===== src/rtl/lcplc_axis_last_generator_if.sv =====
// Stream bundle between the raw sample source, the last-flag generator and
// the LCPLC coder. The "master" modport is the generator's view: it accepts
// the raw stream and drives the flagged stream. The "slave" modport is the
// surrounding environment (source on the input side, coder on the output side).
interface lcplc_axis_last_generator_if #(
  parameter int DATA_WIDTH = 16
);
  // Raw sample stream into the generator
  logic                  input_valid;
  logic                  input_ready;
  logic [DATA_WIDTH-1:0] input_data;

  // Flagged sample stream out of the generator
  logic                  output_valid;
  logic                  output_ready;
  logic [DATA_WIDTH-1:0] output_data;
  logic                  output_last_r;
  logic                  output_last_s;
  logic                  output_last_b;
  logic                  output_last_i;

  modport master (
    input  input_valid,
    input  input_data,
    output input_ready,
    output output_valid,
    output output_data,
    output output_last_r,
    output output_last_s,
    output output_last_b,
    output output_last_i,
    input  output_ready
  );

  modport slave (
    output input_valid,
    output input_data,
    input  input_ready,
    input  output_valid,
    input  output_data,
    input  output_last_r,
    input  output_last_s,
    input  output_last_b,
    input  output_last_i,
    output output_ready
  );
endinterface


===== src/rtl/lcplc_axis_last_generator.sv =====
// LCPLC last-flag generator.
// Walks column/row/band/block counters over a raw sample stream and tags
// each sample with nested last_r/last_s/last_b/last_i flags derived from the
// image geometry latched at the first sample of every image. A main register
// plus a one-entry skid register give a fully registered output with
// 1 sample/cycle throughput and no combinational ready path.
module lcplc_axis_last_generator #(
  parameter int DATA_WIDTH         = 16,
  parameter int MAX_BLOCK_SIZE_LOG = 8,
  parameter int BAND_WIDTH         = 10,
  parameter int BLOCK_COUNT_WIDTH  = 16
) (
  input  logic                          clk,
  input  logic                          rst,
  input  logic [MAX_BLOCK_SIZE_LOG-1:0] cfg_block_rows_m1,
  input  logic [MAX_BLOCK_SIZE_LOG-1:0] cfg_block_cols_m1,
  input  logic [BAND_WIDTH-1:0]         cfg_bands_m1,
  input  logic [BLOCK_COUNT_WIDTH-1:0]  cfg_blocks_m1,
  lcplc_axis_last_generator_if.master   bus,
  output logic                          image_done,
  output logic                          busy
);

  // Flag bit positions, innermost (row) to outermost (image)
  localparam int NUM_FLAGS = 4;
  localparam int FLAG_R    = 0;
  localparam int FLAG_S    = 1;
  localparam int FLAG_B    = 2;
  localparam int FLAG_I    = 3;

  typedef struct packed {
    logic [NUM_FLAGS-1:0]  flags;
    logic [DATA_WIDTH-1:0] data;
  } beat_t;

  // Position counters inside the image
  logic [MAX_BLOCK_SIZE_LOG-1:0] col_q, col_d;
  logic [MAX_BLOCK_SIZE_LOG-1:0] row_q, row_d;
  logic [BAND_WIDTH-1:0]         band_q, band_d;
  logic [BLOCK_COUNT_WIDTH-1:0]  blk_q, blk_d;

  // Geometry shadow registers, valid for the image in progress
  logic [MAX_BLOCK_SIZE_LOG-1:0] rows_m1_q, rows_m1_d;
  logic [MAX_BLOCK_SIZE_LOG-1:0] cols_m1_q, cols_m1_d;
  logic [BAND_WIDTH-1:0]         bands_m1_q, bands_m1_d;
  logic [BLOCK_COUNT_WIDTH-1:0]  blocks_m1_q, blocks_m1_d;

  // Output stage: main register feeds the port, skid catches one overflow beat
  beat_t main_q, main_d;
  logic  main_valid_q, main_valid_d;
  beat_t skid_q, skid_d;
  logic  skid_valid_q, skid_valid_d;
  logic  input_ready_q, input_ready_d;

  // Status
  logic image_done_q, image_done_d;
  logic busy_q, busy_d;

  // Per-handshake helpers
  logic                          in_fire;
  logic                          out_fire;
  logic                          image_start;
  logic [MAX_BLOCK_SIZE_LOG-1:0] rows_m1_eff;
  logic [MAX_BLOCK_SIZE_LOG-1:0] cols_m1_eff;
  logic [BAND_WIDTH-1:0]         bands_m1_eff;
  logic [BLOCK_COUNT_WIDTH-1:0]  blocks_m1_eff;
  logic [NUM_FLAGS-1:0]          level_match;
  logic [NUM_FLAGS-1:0]          flag;
  beat_t                         in_beat;

  assign in_fire     = bus.input_valid & input_ready_q;
  assign out_fire    = main_valid_q & bus.output_ready;
  assign image_start = (col_q == '0) && (row_q == '0) && (band_q == '0) && (blk_q == '0);

  // The first sample of an image already uses the geometry presented on cfg_*;
  // afterwards the shadow copy is used so mid-image cfg changes are ignored.
  assign rows_m1_eff   = image_start ? cfg_block_rows_m1 : rows_m1_q;
  assign cols_m1_eff   = image_start ? cfg_block_cols_m1 : cols_m1_q;
  assign bands_m1_eff  = image_start ? cfg_bands_m1      : bands_m1_q;
  assign blocks_m1_eff = image_start ? cfg_blocks_m1     : blocks_m1_q;

  // Each counter level is at its terminal value
  assign level_match[FLAG_R] = (col_q  == cols_m1_eff);
  assign level_match[FLAG_S] = (row_q  == rows_m1_eff);
  assign level_match[FLAG_B] = (band_q == bands_m1_eff);
  assign level_match[FLAG_I] = (blk_q  == blocks_m1_eff);

  // Nesting: a level is "last" only if every inner level is also last
  assign flag[0] = level_match[0];
  generate
    for (genvar gi = 1; gi < NUM_FLAGS; gi++) begin : g_flag_chain
      assign flag[gi] = flag[gi-1] & level_match[gi];
    end
  endgenerate

  assign in_beat.flags = flag;
  assign in_beat.data  = bus.input_data;

  // Counter and geometry-shadow next state
  always_comb begin
    col_d       = col_q;
    row_d       = row_q;
    band_d      = band_q;
    blk_d       = blk_q;
    rows_m1_d   = rows_m1_q;
    cols_m1_d   = cols_m1_q;
    bands_m1_d  = bands_m1_q;
    blocks_m1_d = blocks_m1_q;

    if (in_fire && image_start) begin
      rows_m1_d   = cfg_block_rows_m1;
      cols_m1_d   = cfg_block_cols_m1;
      bands_m1_d  = cfg_bands_m1;
      blocks_m1_d = cfg_blocks_m1;
    end

    if (in_fire) begin
      col_d = flag[FLAG_R] ? '0 : col_q + MAX_BLOCK_SIZE_LOG'(1);
      if (flag[FLAG_R]) begin
        row_d = flag[FLAG_S] ? '0 : row_q + MAX_BLOCK_SIZE_LOG'(1);
      end
      if (flag[FLAG_S]) begin
        band_d = flag[FLAG_B] ? '0 : band_q + BAND_WIDTH'(1);
      end
      if (flag[FLAG_B]) begin
        blk_d = flag[FLAG_I] ? '0 : blk_q + BLOCK_COUNT_WIDTH'(1);
      end
    end
  end

  // Main/skid next state; ready depends only on registered skid occupancy
  always_comb begin
    main_d       = main_q;
    main_valid_d = main_valid_q;
    skid_d       = skid_q;
    skid_valid_d = skid_valid_q;

    if (out_fire || !main_valid_q) begin
      // Main is free this cycle: refill from skid first to keep order
      if (skid_valid_q) begin
        main_d       = skid_q;
        main_valid_d = 1'b1;
        skid_valid_d = 1'b0;
      end else if (in_fire) begin
        main_d       = in_beat;
        main_valid_d = 1'b1;
      end else begin
        main_valid_d = 1'b0;
      end
    end else if (in_fire) begin
      // Main is stalled: park the accepted beat in skid
      skid_d       = in_beat;
      skid_valid_d = 1'b1;
    end

    input_ready_d = !skid_valid_d;
  end

  // Image status next state
  always_comb begin
    image_done_d = out_fire & main_q.flags[FLAG_I];
    busy_d       = busy_q;
    if (out_fire && main_q.flags[FLAG_I]) begin
      // Anything already accepted behind the last_i beat belongs to the next image
      busy_d = skid_valid_q | in_fire;
    end else if (in_fire && image_start) begin
      busy_d = 1'b1;
    end
  end

  // State registers with synchronous reset
  always_ff @(posedge clk) begin
    if (rst) begin
      col_q         <= '0;
      row_q         <= '0;
      band_q        <= '0;
      blk_q         <= '0;
      rows_m1_q     <= '0;
      cols_m1_q     <= '0;
      bands_m1_q    <= '0;
      blocks_m1_q   <= '0;
      main_q        <= '0;
      main_valid_q  <= 1'b0;
      skid_q        <= '0;
      skid_valid_q  <= 1'b0;
      input_ready_q <= 1'b1;
      image_done_q  <= 1'b0;
      busy_q        <= 1'b0;
    end else begin
      col_q         <= col_d;
      row_q         <= row_d;
      band_q        <= band_d;
      blk_q         <= blk_d;
      rows_m1_q     <= rows_m1_d;
      cols_m1_q     <= cols_m1_d;
      bands_m1_q    <= bands_m1_d;
      blocks_m1_q   <= blocks_m1_d;
      main_q        <= main_d;
      main_valid_q  <= main_valid_d;
      skid_q        <= skid_d;
      skid_valid_q  <= skid_valid_d;
      input_ready_q <= input_ready_d;
      image_done_q  <= image_done_d;
      busy_q        <= busy_d;
    end
  end

  assign bus.input_ready   = input_ready_q;
  assign bus.output_valid  = main_valid_q;
  assign bus.output_data   = main_q.data;
  assign bus.output_last_r = main_q.flags[FLAG_R];
  assign bus.output_last_s = main_q.flags[FLAG_S];
  assign bus.output_last_b = main_q.flags[FLAG_B];
  assign bus.output_last_i = main_q.flags[FLAG_I];
  assign image_done        = image_done_q;
  assign busy              = busy_q;

endmodule


===== src/flat_wrapper.sv =====
// flat-port wrapper written by rule: the top's interface ports become plain ports
module lcplc_axis_last_generator_flat 
#(
  parameter int DATA_WIDTH         = 16,
  parameter int MAX_BLOCK_SIZE_LOG = 8,
  parameter int BAND_WIDTH         = 10,
  parameter int BLOCK_COUNT_WIDTH  = 16
)
  (clk, rst, cfg_block_rows_m1, cfg_block_cols_m1, cfg_bands_m1, cfg_blocks_m1, image_done, busy, bus_input_valid, bus_input_data, bus_input_ready, bus_output_valid, bus_output_data, bus_output_last_r, bus_output_last_s, bus_output_last_b, bus_output_last_i, bus_output_ready);
  lcplc_axis_last_generator_if #(.DATA_WIDTH(DATA_WIDTH)) bus_i ();
  input  logic clk;
  input  logic rst;
  input  logic [MAX_BLOCK_SIZE_LOG-1:0] cfg_block_rows_m1;
  input  logic [MAX_BLOCK_SIZE_LOG-1:0] cfg_block_cols_m1;
  input  logic [BAND_WIDTH-1:0] cfg_bands_m1;
  input  logic [BLOCK_COUNT_WIDTH-1:0] cfg_blocks_m1;
  output logic image_done;
  output logic busy;
  input wire logic [$bits(bus_i.input_valid)-1:0] bus_input_valid;
  input wire logic [$bits(bus_i.input_data)-1:0] bus_input_data;
  output wire logic [$bits(bus_i.input_ready)-1:0] bus_input_ready;
  output wire logic [$bits(bus_i.output_valid)-1:0] bus_output_valid;
  output wire logic [$bits(bus_i.output_data)-1:0] bus_output_data;
  output wire logic [$bits(bus_i.output_last_r)-1:0] bus_output_last_r;
  output wire logic [$bits(bus_i.output_last_s)-1:0] bus_output_last_s;
  output wire logic [$bits(bus_i.output_last_b)-1:0] bus_output_last_b;
  output wire logic [$bits(bus_i.output_last_i)-1:0] bus_output_last_i;
  input wire logic [$bits(bus_i.output_ready)-1:0] bus_output_ready;
  assign bus_i.input_valid = bus_input_valid;
  assign bus_i.input_data = bus_input_data;
  assign bus_input_ready = bus_i.input_ready;
  assign bus_output_valid = bus_i.output_valid;
  assign bus_output_data = bus_i.output_data;
  assign bus_output_last_r = bus_i.output_last_r;
  assign bus_output_last_s = bus_i.output_last_s;
  assign bus_output_last_b = bus_i.output_last_b;
  assign bus_output_last_i = bus_i.output_last_i;
  assign bus_i.output_ready = bus_output_ready;
  lcplc_axis_last_generator #(.DATA_WIDTH(DATA_WIDTH), .MAX_BLOCK_SIZE_LOG(MAX_BLOCK_SIZE_LOG), .BAND_WIDTH(BAND_WIDTH), .BLOCK_COUNT_WIDTH(BLOCK_COUNT_WIDTH)) u_core (.clk(clk), .rst(rst), .cfg_block_rows_m1(cfg_block_rows_m1), .cfg_block_cols_m1(cfg_block_cols_m1), .cfg_bands_m1(cfg_bands_m1), .cfg_blocks_m1(cfg_blocks_m1), .bus(bus_i), .image_done(image_done), .busy(busy));
endmodule

===== config.mk =====
export PLATFORM = sky130hd
export DESIGN_NAME = lcplc_axis_last_generator_flat
export DESIGN_NICKNAME = d
export VERILOG_FILES = /design/src/rtl/lcplc_axis_last_generator_if.sv /design/src/rtl/lcplc_axis_last_generator.sv /design/src/flat_wrapper.sv
export SDC_FILE = /design/constraint.sdc
export NUM_CORES = 1
export LEC_CHECK = 0
export BUFFER_PORTS_ARGS = -buffer_cell sky130_fd_sc_hd__buf_4
export CAP_MARGIN = 20
export CORE_UTILIZATION = 35
export CTS_CLUSTER_SIZE = 12
export DETAILED_ROUTE_END_ITERATION = 10
export PLACE_DENSITY = 0.6
export SLEW_MARGIN = 15
export SYNTH_ARGS = -nofsm -noshare
export SYNTH_HDL_FRONTEND = slang
export SYNTH_SLANG_ARGS = --single-unit

===== constraint.sdc =====
create_clock -name clk -period 8.9 [get_ports clk]
set_input_delay 1.78 -clock clk [delete_from_list [all_inputs] [get_ports clk]]
set_output_delay 1.78 -clock clk [all_outputs]
set_load 0.05 [all_outputs]

After elaboration in Yosys (flattened, before gate mapping). Index checks and enable logic that the tools add are counted.

Magnitude comparators: 0. Reduce and logical (&&, ||, !) cells: 19. Bitwise gates (word level): 8. Div/mod/pow operators: 0. Equal/unequal tests: 4. Multipliers: 0. Shift operators: 0. $add $sub $neg: 4. Muxes and demuxes: 16.

Operator list (number): $mux W20 (2); $mux W16 (2); $mux W8 (4); $mux W10 (2); $add A16 B1 Y16 const B (1); $add A8 B1 Y8 const B (2); $eq A16 B16 Y1 (1); $eq A8 B8 Y1 (2); $logic_not A16 Y1 (1); $logic_not A8 Y1 (2); $add A10 B1 Y10 const B (1); $eq A10 B10 Y1 (1); $logic_not A10 Y1 (1); $reduce_and A2 Y1 (5); $and A1 B1 Y1 (6); $mux W1 (6); $logic_and A1 B1 Y1 (5); $reduce_bool A2 Y1 (2); $logic_not A1 Y1 (2); $logic_or A1 B1 Y1 (1); $not A1 Y1 (1); $or A1 B1 Y1 (1).

Word-level logic and storage cells: 68. Memories kept: 0. Output and inout port bits: 24. Bits of input ports: 62. Memory bits (read-only): 0. Register bits after elaboration: 129. RAM bits: 0. Bits in latches: 0.

Longest topological paths before layout. Gate-level depths: netlist of the first run.

Word-level depth: 11. Mapped depth: 15. Mapped depth without buffers: 11.

Worst setup path after synthesis of the first run. No wires, ideal clock.

Kind: input to register. Start point: input cfg_block_rows_m1[3]. End point: register u_core.main_q, in the netlist u_core.bus.output_last_i. Arrival: 3.686 ns. Path slack: 5.126 ns. Required time: 8.812 ns. Path buffers: 1. Stages: 9. Library setup time: 0.088 ns. Path through: xor2_1 > a2111oi_0 > mux2i_1 > nor4_2 > and3_1 > buf_6 > nand3_4 > or3b_1 > a311oi_2.

Word-level cells in the longest chain between the ends: 7.

RTL lines: from (decl) (RTL line flat_wrapper.sv:13) `input logic [MAX_BLOCK_SIZE_LOG-1:0] cfg_block_rows_m1;`; $mux W8 (RTL line lcplc_axis_last_generator.sv:77) `assign rows_m1_eff = image_start ? cfg_block_rows_m1 : rows_m1_q;`; $eq A8 B8 Y1 (RTL line lcplc_axis_last_generator.sv:84) `assign level_match[FLAG_S] = (row_q == rows_m1_eff);`; $and A1 B1 Y1 (3 in a row) (RTL line lcplc_axis_last_generator.sv:92) `assign flag[gi] = flag[gi-1] & level_match[gi];`; $mux W20 (RTL line lcplc_axis_last_generator.sv:144) `end else if (in_fire) begin`; $mux W20 (RTL line lcplc_axis_last_generator.sv:140) `if (skid_valid_q) begin`; to (signal assigned) (RTL line lcplc_axis_last_generator.sv:198) `main_q <= main_d;`; to (decl) (RTL line lcplc_axis_last_generator.sv:49) `beat_t main_q, main_d;`.

No other way between the ends. The select of a mux whose other input is x is not followed. A chain may end at the register's enable or synchronous reset.

Final worst setup path of the first run.
Start point: register u_core.row_q[1]. End point: register u_core.blk_q[12].

Word-level cells in the longest chain between the ends: 10. Elaborated cells between the ends (all ways): 17. Those cells by class: 4 x eq/ne; 5 x mux; 3 x bitwise; 5 x reduce/logical.

RTL lines: from (decl) (RTL line lcplc_axis_last_generator.sv:38) `logic [MAX_BLOCK_SIZE_LOG-1:0] row_q, row_d;`; from (signal assigned) (RTL line lcplc_axis_last_generator.sv:191) `row_q <= row_d;`; $logic_not A8 Y1 (RTL line lcplc_axis_last_generator.sv:73) `assign image_start = (col_q == '0) && (row_q == '0) && (band_q == '0) && (blk_q == '0);`; $logic_and A1 B1 Y1 (3 in a row) (RTL line lcplc_axis_last_generator.sv:73); $mux W8, on equally long branches (RTL line lcplc_axis_last_generator.sv:78, lcplc_axis_last_generator.sv:77); $eq A8 B8 Y1, on equally long branches (RTL line lcplc_axis_last_generator.sv:83, lcplc_axis_last_generator.sv:84); $and A1 B1 Y1 (3 in a row) (RTL line lcplc_axis_last_generator.sv:92); $mux W16 (RTL line lcplc_axis_last_generator.sv:126) `blk_d = flag[FLAG_I] ? '0 : blk_q + BLOCK_COUNT_WIDTH'(1);`; to (signal assigned) (RTL line lcplc_axis_last_generator.sv:193) `blk_q <= blk_d;`; to (decl) (RTL line lcplc_axis_last_generator.sv:40) `logic [BLOCK_COUNT_WIDTH-1:0] blk_q, blk_d;`.

Several ways; a longest one is shown, not always the timed one.

==> key figures, run 1 <==
Pwr
  • NetSw: 0.000479 W
  • Max IR drop VDD: ~0.13 mV
  • Sw Ratio: between 30% and 40%
  • Clock Power Share: 43.3%
  • Combinational power share: between 10% and 20%
  • Power Dens Cells: 196 mW/mm^2
  • Cell-internal power: ~0.0011 W
  • Leakage: 3.11 nW
  • Sequential power share: 39.7%

GRT
  • Vias in the first global route: 5,772
  • Global-route wire length before repair: 31.1 mm
  • Total grt overflow: 0
  • GRT Util Overall: 19.9%
  • Largest net degree at the start of global routing: 64
  • Initial antenna violation count: 0

CTS
  • Worst-Skew Late Latency: 420 ps
  • Clock Root Buffer: clkbuf_16
  • H-tree levels: 4
  • Postcts setup bufs: 0
  • Clk buf depth: 2
  • Hold buffer count at cts: 0
  • CTS buffer count: 17
  • CTS tree: done
  • Clock-pin slew on the worst setup and hold paths: 60 ps
  • Post_cts resized: 0
  • CTS Sinks: 129

Critical path
  • Worst stage delay on the critical path: 850 ps
  • Worst Path Required: 9210 ps
  • Critical path peak fanout: 18
  • Worst setup EP type: flop
  • Slowest cell on crit path: nor3_4
  • Critical Path, Cell by Cell: inv_1 -> ha_1 -> nor4bb_1 -> nand4_1 -> nor3_4 -> mux2_2 -> a222oi_1 -> and3_1 -> nand4_2 -> o211a_1 -> a41o_1
  • Crit Path Category: flop to flop
  • Arrival time at the worst endpoint: 4850 ps
  • Startpoint types: flop

Place
  • Worst slack, placed: ~4400 ps
  • Post-DP HPWL: 13.0 mm
  • Global placement routability congestion: 0.860
  • IO buf count: 85

Cells and area
  • Area delta synth->final: 19.7%
  • Most common cell after layout, fill and taps aside: nand2_1
  • Layout cells sized above 1: 17.1%
  • # diodes: 0
  • Net count, final: 948
  • Most frequent cells in the layout: nand2_1, dfxtp_1, buf_4
  • Filler cell count: 1,898

Routing
  • Vias per inst: 5.34
  • Remaining antenna violation count: 0
  • Iter 0 DRT Violations: 440
  • Pre-antenna DRT Iters: 5
  • Routed WL: about 19 mm
  • Routed vias: 6,150
  • DRC viols: 0
  • Wire per inst: 16.5 um

Floorplan
  • I/O pins: 86
  • Initial core utilization: 35.9%
  • Die W: 141 um
  • Site row count: 50
  • Core box area: 0.0188 sq mm
  • Die Ht: about 140 um
  • Die area: 0.0199 sq mm

Logic synthesis
  • Synth Register Bits: 129
  • Post-synth cell types: 73
  • Post-synth net total: 898
  • Synthesized area: roughly 0.0068 sq mm
  • YS warnings: 0
  • EDFF count, synth: 0
  • Sequential share of the synthesized area: approximately two fifths
  • Mean post-synth cell area: 8.16 sq um
  • Synth Instances: 828
  • FFs w/ async S/R, synth: 0%
  • Prevailing post-synth register cell: dfxtp_1

Timing
  • Achievable Freq: 220 MHz
  • Final min period: 4540 ps
  • Smallest hold slack: 455 ps
  • RSZ-0062 raised after global routing: false
  • Post-route setup TNS: 0 ps
  • Worst Slack Setup Final: 4360 ps
  • Final Hold Violating Endpoints: 0
  • Layout Skew: between 6 and 7 ps
  • Period utilisation layout: 51.0%
  • Worst-Margin Slew: 1080 ps
  • # setup viols final: 0
  • Slew Limit Fails: 0
  • Worst slew margin: 27.8%

Hold path
  • Worst hold path type: flop to flop

Run status
  • Status: finished, final reports clean

Flow run
  • Number of max-cap violations: 0
-- synth_stat cells (all sizes together) (5+ instances only) --
cell type / n / area (sq um)
xor2: 22 / 193
nand4: 20 / 144
a211oi: 19 / 143
dfxtp: 129 / 2580
mux2i: 27 / 270
nor2b: 5 / 31.3
nand2: 142 / 533
nand3: 25 / 138
clkbuf: 47 / 176
nor2: 46 / 173
xnor2: 19 / 166
a222oi: 5 / 50.1
o41ai: 6 / 90.1
or4: 6 / 45.0
o22ai: 13 / 81.3
o211ai: 7 / 52.6
ha: 8 / 100
a21oi: 80 / 400
nor4: 20 / 138
and4: 9 / 81.3
buf: 13 / 83.8
and2: 6 / 37.5
nor3: 26 / 163
and3: 12 / 75.1
inv: 41 / 154
o31ai: 7 / 52.6
a2111oi: 6 / 52.6
-- flip-flops by register name (all words and copies together) (netlist names) --
signal / count
u_core.bands_m1_q: 10
u_core.skid_valid_q: 1
u_core.bus.output_data: 16
u_core.cols_m1_q: 8
u_core.bus.output_last_r: 1
u_core.blocks_m1_q: 16
u_core.band_q: 10
u_core.bus.output_last_b: 1
u_core.blk_q: 16
u_core.bus.output_valid: 1
u_core.busy: 1
u_core.bus.output_last_i: 1
u_core.rows_m1_q: 8
u_core.row_q: 8
u_core.bus.output_last_s: 1
u_core.skid_q: 20
u_core.col_q: 8
u_core.image_done: 1
u_core.bus.input_ready: 1
-- per-stage QoR --
stage	power [W]	instances	util, %	area, sq um
2_1_floorplan	0.000826	828	-	6750
3_3_place_gp	0.000908	1119	39.9	7510
3_5_place_dp	0.000910	1119	39.9	7510
4_1_cts	0.00160	1151	43.0	8090
5_1_grt	0.00166	1151	43.0	8090
6_report	0.00158	1151	43.0	8090
-- worst max-delay path: cells and delay by family (launching register included) --
family	cells	cell delay, ps
adder cells (fa/ha/maj)	1	220
AND/OR/NAND/NOR	5	2410
AO/OA/AOI/OAI	3	890
multiplexers	1	420
flip-flops	1	340
buffers and inverters	1	170
-- power groups by stage --
stage / clock [W] / sequential (W) / combinational, W
2_1_floorplan: 0 / 0.000666 / 0.000160
3_3_place_gp: 0 / 0.000642 / 0.000267
3_5_place_dp: 0 / 0.000642 / 0.000269
4_1_cts: 0.000699 / 0.000629 / 0.000269
5_1_grt: 0.000731 / 0.000633 / 0.000293
6_report: 0.000687 / 0.000629 / 0.000268
-- path summary, 6_finish.rpt --
check	startpoint	to	slack, ps	cells past startpoint
min reg2reg	u_core.skid_q[0]$_SDFFE_PP0P_	u_core.skid_q[0]$_SDFFE_PP0P_	450	2
max	u_core.row_q[1]$_SDFFE_PP0P_	u_core.blk_q[12]$_SDFFE_PP0P_	4360	11
max reg2reg	u_core.row_q[1]$_SDFFE_PP0P_	u_core.blk_q[12]$_SDFFE_PP0P_	4360	11
min	u_core.skid_q[0]$_SDFFE_PP0P_	u_core.skid_q[0]$_SDFFE_PP0P_	450	2
-- routing by layer --
| metal | track usage (%) | up-vias | wire length [um] |
|---|---|---|---|
| li1 | - | 3069 | - |
| met1 | 27.3 | 2887 | 9180 |
| met2 | 31.2 | 176 | 8480 |
| met3 | 4.21 | 18 | 1040 |
| met4 | 6.35 | 0 | 265 |
| met5 | 0 | - | 0 |
-- final cells by class --
cell class | instances | area (sq um) | share of cell area, %
clock buffer | 18 | 429 | 5.31
inverter | 41 | 154 | 1.90
clock inverter | 14 | 148 | 1.83
multi-input combinational | 598 | 3770 | 46.6
tap | 260 | 325 | 4.02
sequential | 129 | 2580 | 31.9
timing repair buffer | 91 | 683 | 8.45
-- cells by family after synthesis --
family / share of synthesized area, %
buf+inv: 6.13
fa+ha+maj: 1.48
compound gates: 18.9
flops: 38.2
simple gates: 25.3
mux: 4.67
xor+xnor: 5.32
Power figures use the tool's default switching activity.
==> run 2: changes to the inputs <==
==> constraint.sdc (replaced) <==
create_clock -name clk -period 4.5 [get_ports clk]
set_input_delay 0.9 -clock clk [delete_from_list [all_inputs] [get_ports clk]]
set_output_delay 0.9 -clock clk [all_outputs]
set_load 0.05 [all_outputs]
==> run 2 against run 1 <==
Effect of this change: utilization is 0.81 points higher; non-clock buffer count up 21; clock power is 95% higher; final area increased by 1.9%; clock-buffer cell count up 1; sequential share of layout area down 0.59 points; worst setup slack got worse by 4000 ps; clock skew rose by 3.4 ps; flip-flop and latch count unchanged; largest power group unchanged.
==> key figures, run 2 (same netlist as run 1, synthesis figures left out) <==
Timing
  • RSZ-0062 raised after global routing: false
  • Final min period: 4150 ps (-386 ps)
  • Post-route setup TNS: 0 ps (unchanged)
  • Period utilisation layout: 92.2% (+41 points)
  • Layout Skew: 10.2 ps (+3.40 ps)
  • Worst slew margin: 30.6% (+2.8 points)
  • Final Hold Violating Endpoints: 0 (unchanged)
  • Achievable Freq: 241 MHz (+9.3%)
  • Worst-Margin Slew: 1030 ps (-42.3 ps)
  • # setup viols final: 0 (unchanged)
  • Slew Limit Fails: 0 (unchanged)

Floorplan
  • Die W: 141 um (unchanged)
  • Die Ht: 141 um (unchanged)
  • Die area: 0.0199 sq mm (unchanged)
  • Site row count: 50 (unchanged)
  • I/O pins: 86 (unchanged)
  • Initial core utilization: 35.9% (unchanged)
  • Core box area: 0.0188 sq mm (unchanged)

Pwr
  • Leakage: 3.23 nW (+3.7%)
  • Power Dens Cells: 380 mW/mm^2 (+94%)
  • Max IR drop VDD: 0.222 mV (+65%)

Cells and area
  • Max reg flops: 20 (unchanged)
  • Largest Register: u_core.skid_q
  • Most frequent cells in the layout: nand2_1, dfxtp_1, buf_4
  • Post-route cell area: 0.00824 sq mm (+1.9%)
  • Area delta synth->final: 22.0%
  • Most common cell after layout, fill and taps aside: nand2_1
  • Net count, final: 969 (+2.2%)
  • Layout cells sized above 1: 19.2% (+2.1 points)
  • # diodes: 0 (unchanged)
  • Finished Layout Cells: 1,172 (+1.8%)
  • Filler cell count: 1,898 (unchanged)

Critical path
  • Worst path bufs/invs: 2 (+1)
  • Slowest cell on crit path: nor4b_4
  • Worst Path Required: 4810 ps (-4400 ps)
  • Critical path peak fanout: 14 (-4)
  • Crit Path Category: flop to flop
  • Startpoint types: flop
  • Arrival time at the worst endpoint: 4460 ps (-390 ps)
  • Critical Path, Cell by Cell: inv_1 -> ha_1 -> nor4bb_1 -> nand4_1 -> nor3_4 -> buf_4 -> mux2i_1 -> o22ai_1 -> nor4b_4 -> nand4_2 -> o211a_1 -> a31o_2
  • Delay-heaviest family, CP: simple AND/OR/NAND/NOR gates
  • Worst stage delay on the critical path: 560 ps (-290 ps)
  • Worst setup EP type: flop

Routing
  • Iter 0 DRT Violations: 540 (+23%)
  • Routed WL: 19.7 mm (+3.7%)
  • Routed vias: 6,349 (+3.2%)
  • Pre-antenna DRT Iters: 6 (+1)
  • DRC viols: 0 (unchanged)
  • Vias per inst: 5.42 (+1.4%)
  • Wire per inst: 16.8 um (+1.9%)
  • Remaining antenna violation count: 0 (unchanged)

Place
  • DP Cell Count: 1,137 (+1.6%)
  • IO buf count: 85 (unchanged)
  • Global placement routability congestion: 0.890 (+3.5%)
  • Placed cell area: 0.00765 sq mm (+1.8%)
  • Post-DP HPWL: 13.7 mm (+5.3%)

CTS
  • Clk buf depth: 2 (unchanged)
  • Postcts setup bufs: 0 (unchanged)
  • CTS tree: done
  • Clock Root Buffer: clkbuf_16
  • Worst-Skew Late Latency: 420 ps (about the same)
  • Hold buffer count at cts: 0 (unchanged)
  • CTS Sinks: 129 (unchanged)
  • Post_cts resized: 0 (unchanged)
  • CTS buffer count: 17 (unchanged)
  • H-tree levels: 4 (unchanged)
  • Clock-pin slew on the worst setup and hold paths: 70 ps (about the same)

GRT
  • Initial antenna violation count: 0 (unchanged)
  • Global-route wire length before repair: 31.7 mm (+1.9%)
  • Vias in the first global route: 5,934 (+2.8%)
  • Total grt overflow: 0 (unchanged)
  • Largest net degree at the start of global routing: 69 (+7.8%)
  • GRT Util Overall: 20.4% (+0.45 points)

Hold path
  • Worst hold path type: flop to flop

Flow run
  • Number of max-cap violations: 0 (unchanged)

Run status
  • Status: finished, final reports clean
==> run 2: worst paths after layout <==
path	slack [ps]	startpoint	cells past startpoint	endpoint
setup / recovery	350	u_core.band_q[0]$_SDFFE_PP0P_	12	u_core.blk_q[6]$_SDFFE_PP0P_
hold reg to reg	450	u_core.skid_q[5]$_SDFFE_PP0P_	2	u_core.skid_q[5]$_SDFFE_PP0P_
hold / removal	450	u_core.skid_q[5]$_SDFFE_PP0P_	2	u_core.skid_q[5]$_SDFFE_PP0P_
setup reg to reg	350	u_core.band_q[0]$_SDFFE_PP0P_	12	u_core.blk_q[6]$_SDFFE_PP0P_
==> run 2: through the flow <==
| stage | worst slack [ps] | hold WS [ps] | power (W) | utilization (%) |
|---|---|---|---|---|
| floorplan | 1090 | 431 | 0.00163 | - |
| global placement | 313 | 439 | 0.00180 | 40.6 |
| detailed placement | 213 | 447 | 0.00181 | 40.6 |
| CTS | 181 | 456 | 0.00314 | 43.6 |
| global route | 90.7 | 470 | 0.00326 | 43.8 |
| finish | 350 | 453 | 0.00313 | 43.8 |
==> run 2: worst register-to-register path: stages (launching register included) <==
cell      delay (ps)
dfxtp_1          350
inv_1            150
ha_1             210
nor4bb_1         390
nand4_1          260
nor3_4           520
buf_4            260
mux2i_1          200
o22ai_1          130
nor4b_4          560
nand4_2          440
o211a_1          340
a31o_2           210
==> run 2: layer usage <==
metal	vias up	track usage, %	wire length, um
met5	-	0	0
li1	3115	-	-
met1	3006	28.2	9580
met3	25	3.46	1050
met4	0	7.49	342
met2	203	31.7	8700
==> run 2: cell type report <==
| cell class | count | area (sq um) | share of cell area [%] |
|---|---|---|---|
| Inverter | 41 | 154 | 1.87 |
| Clock inverter | 13 | 116 | 1.41 |
| Timing Repair Buffer | 112 | 841 | 10.2 |
| Multi-Input combinational cell | 598 | 3770 | 45.7 |
| Clock buffer | 19 | 453 | 5.50 |
| Sequential cell | 129 | 2580 | 31.3 |
| Tap cell | 260 | 325 | 3.95 |
==> run 2: where the power goes <==
part | switching [W] | internal [W]
Combinational | 0.000330 | 0.000219
Clock | 0.000584 | 0.000754
Sequential | 0.0000440 | 0.00120
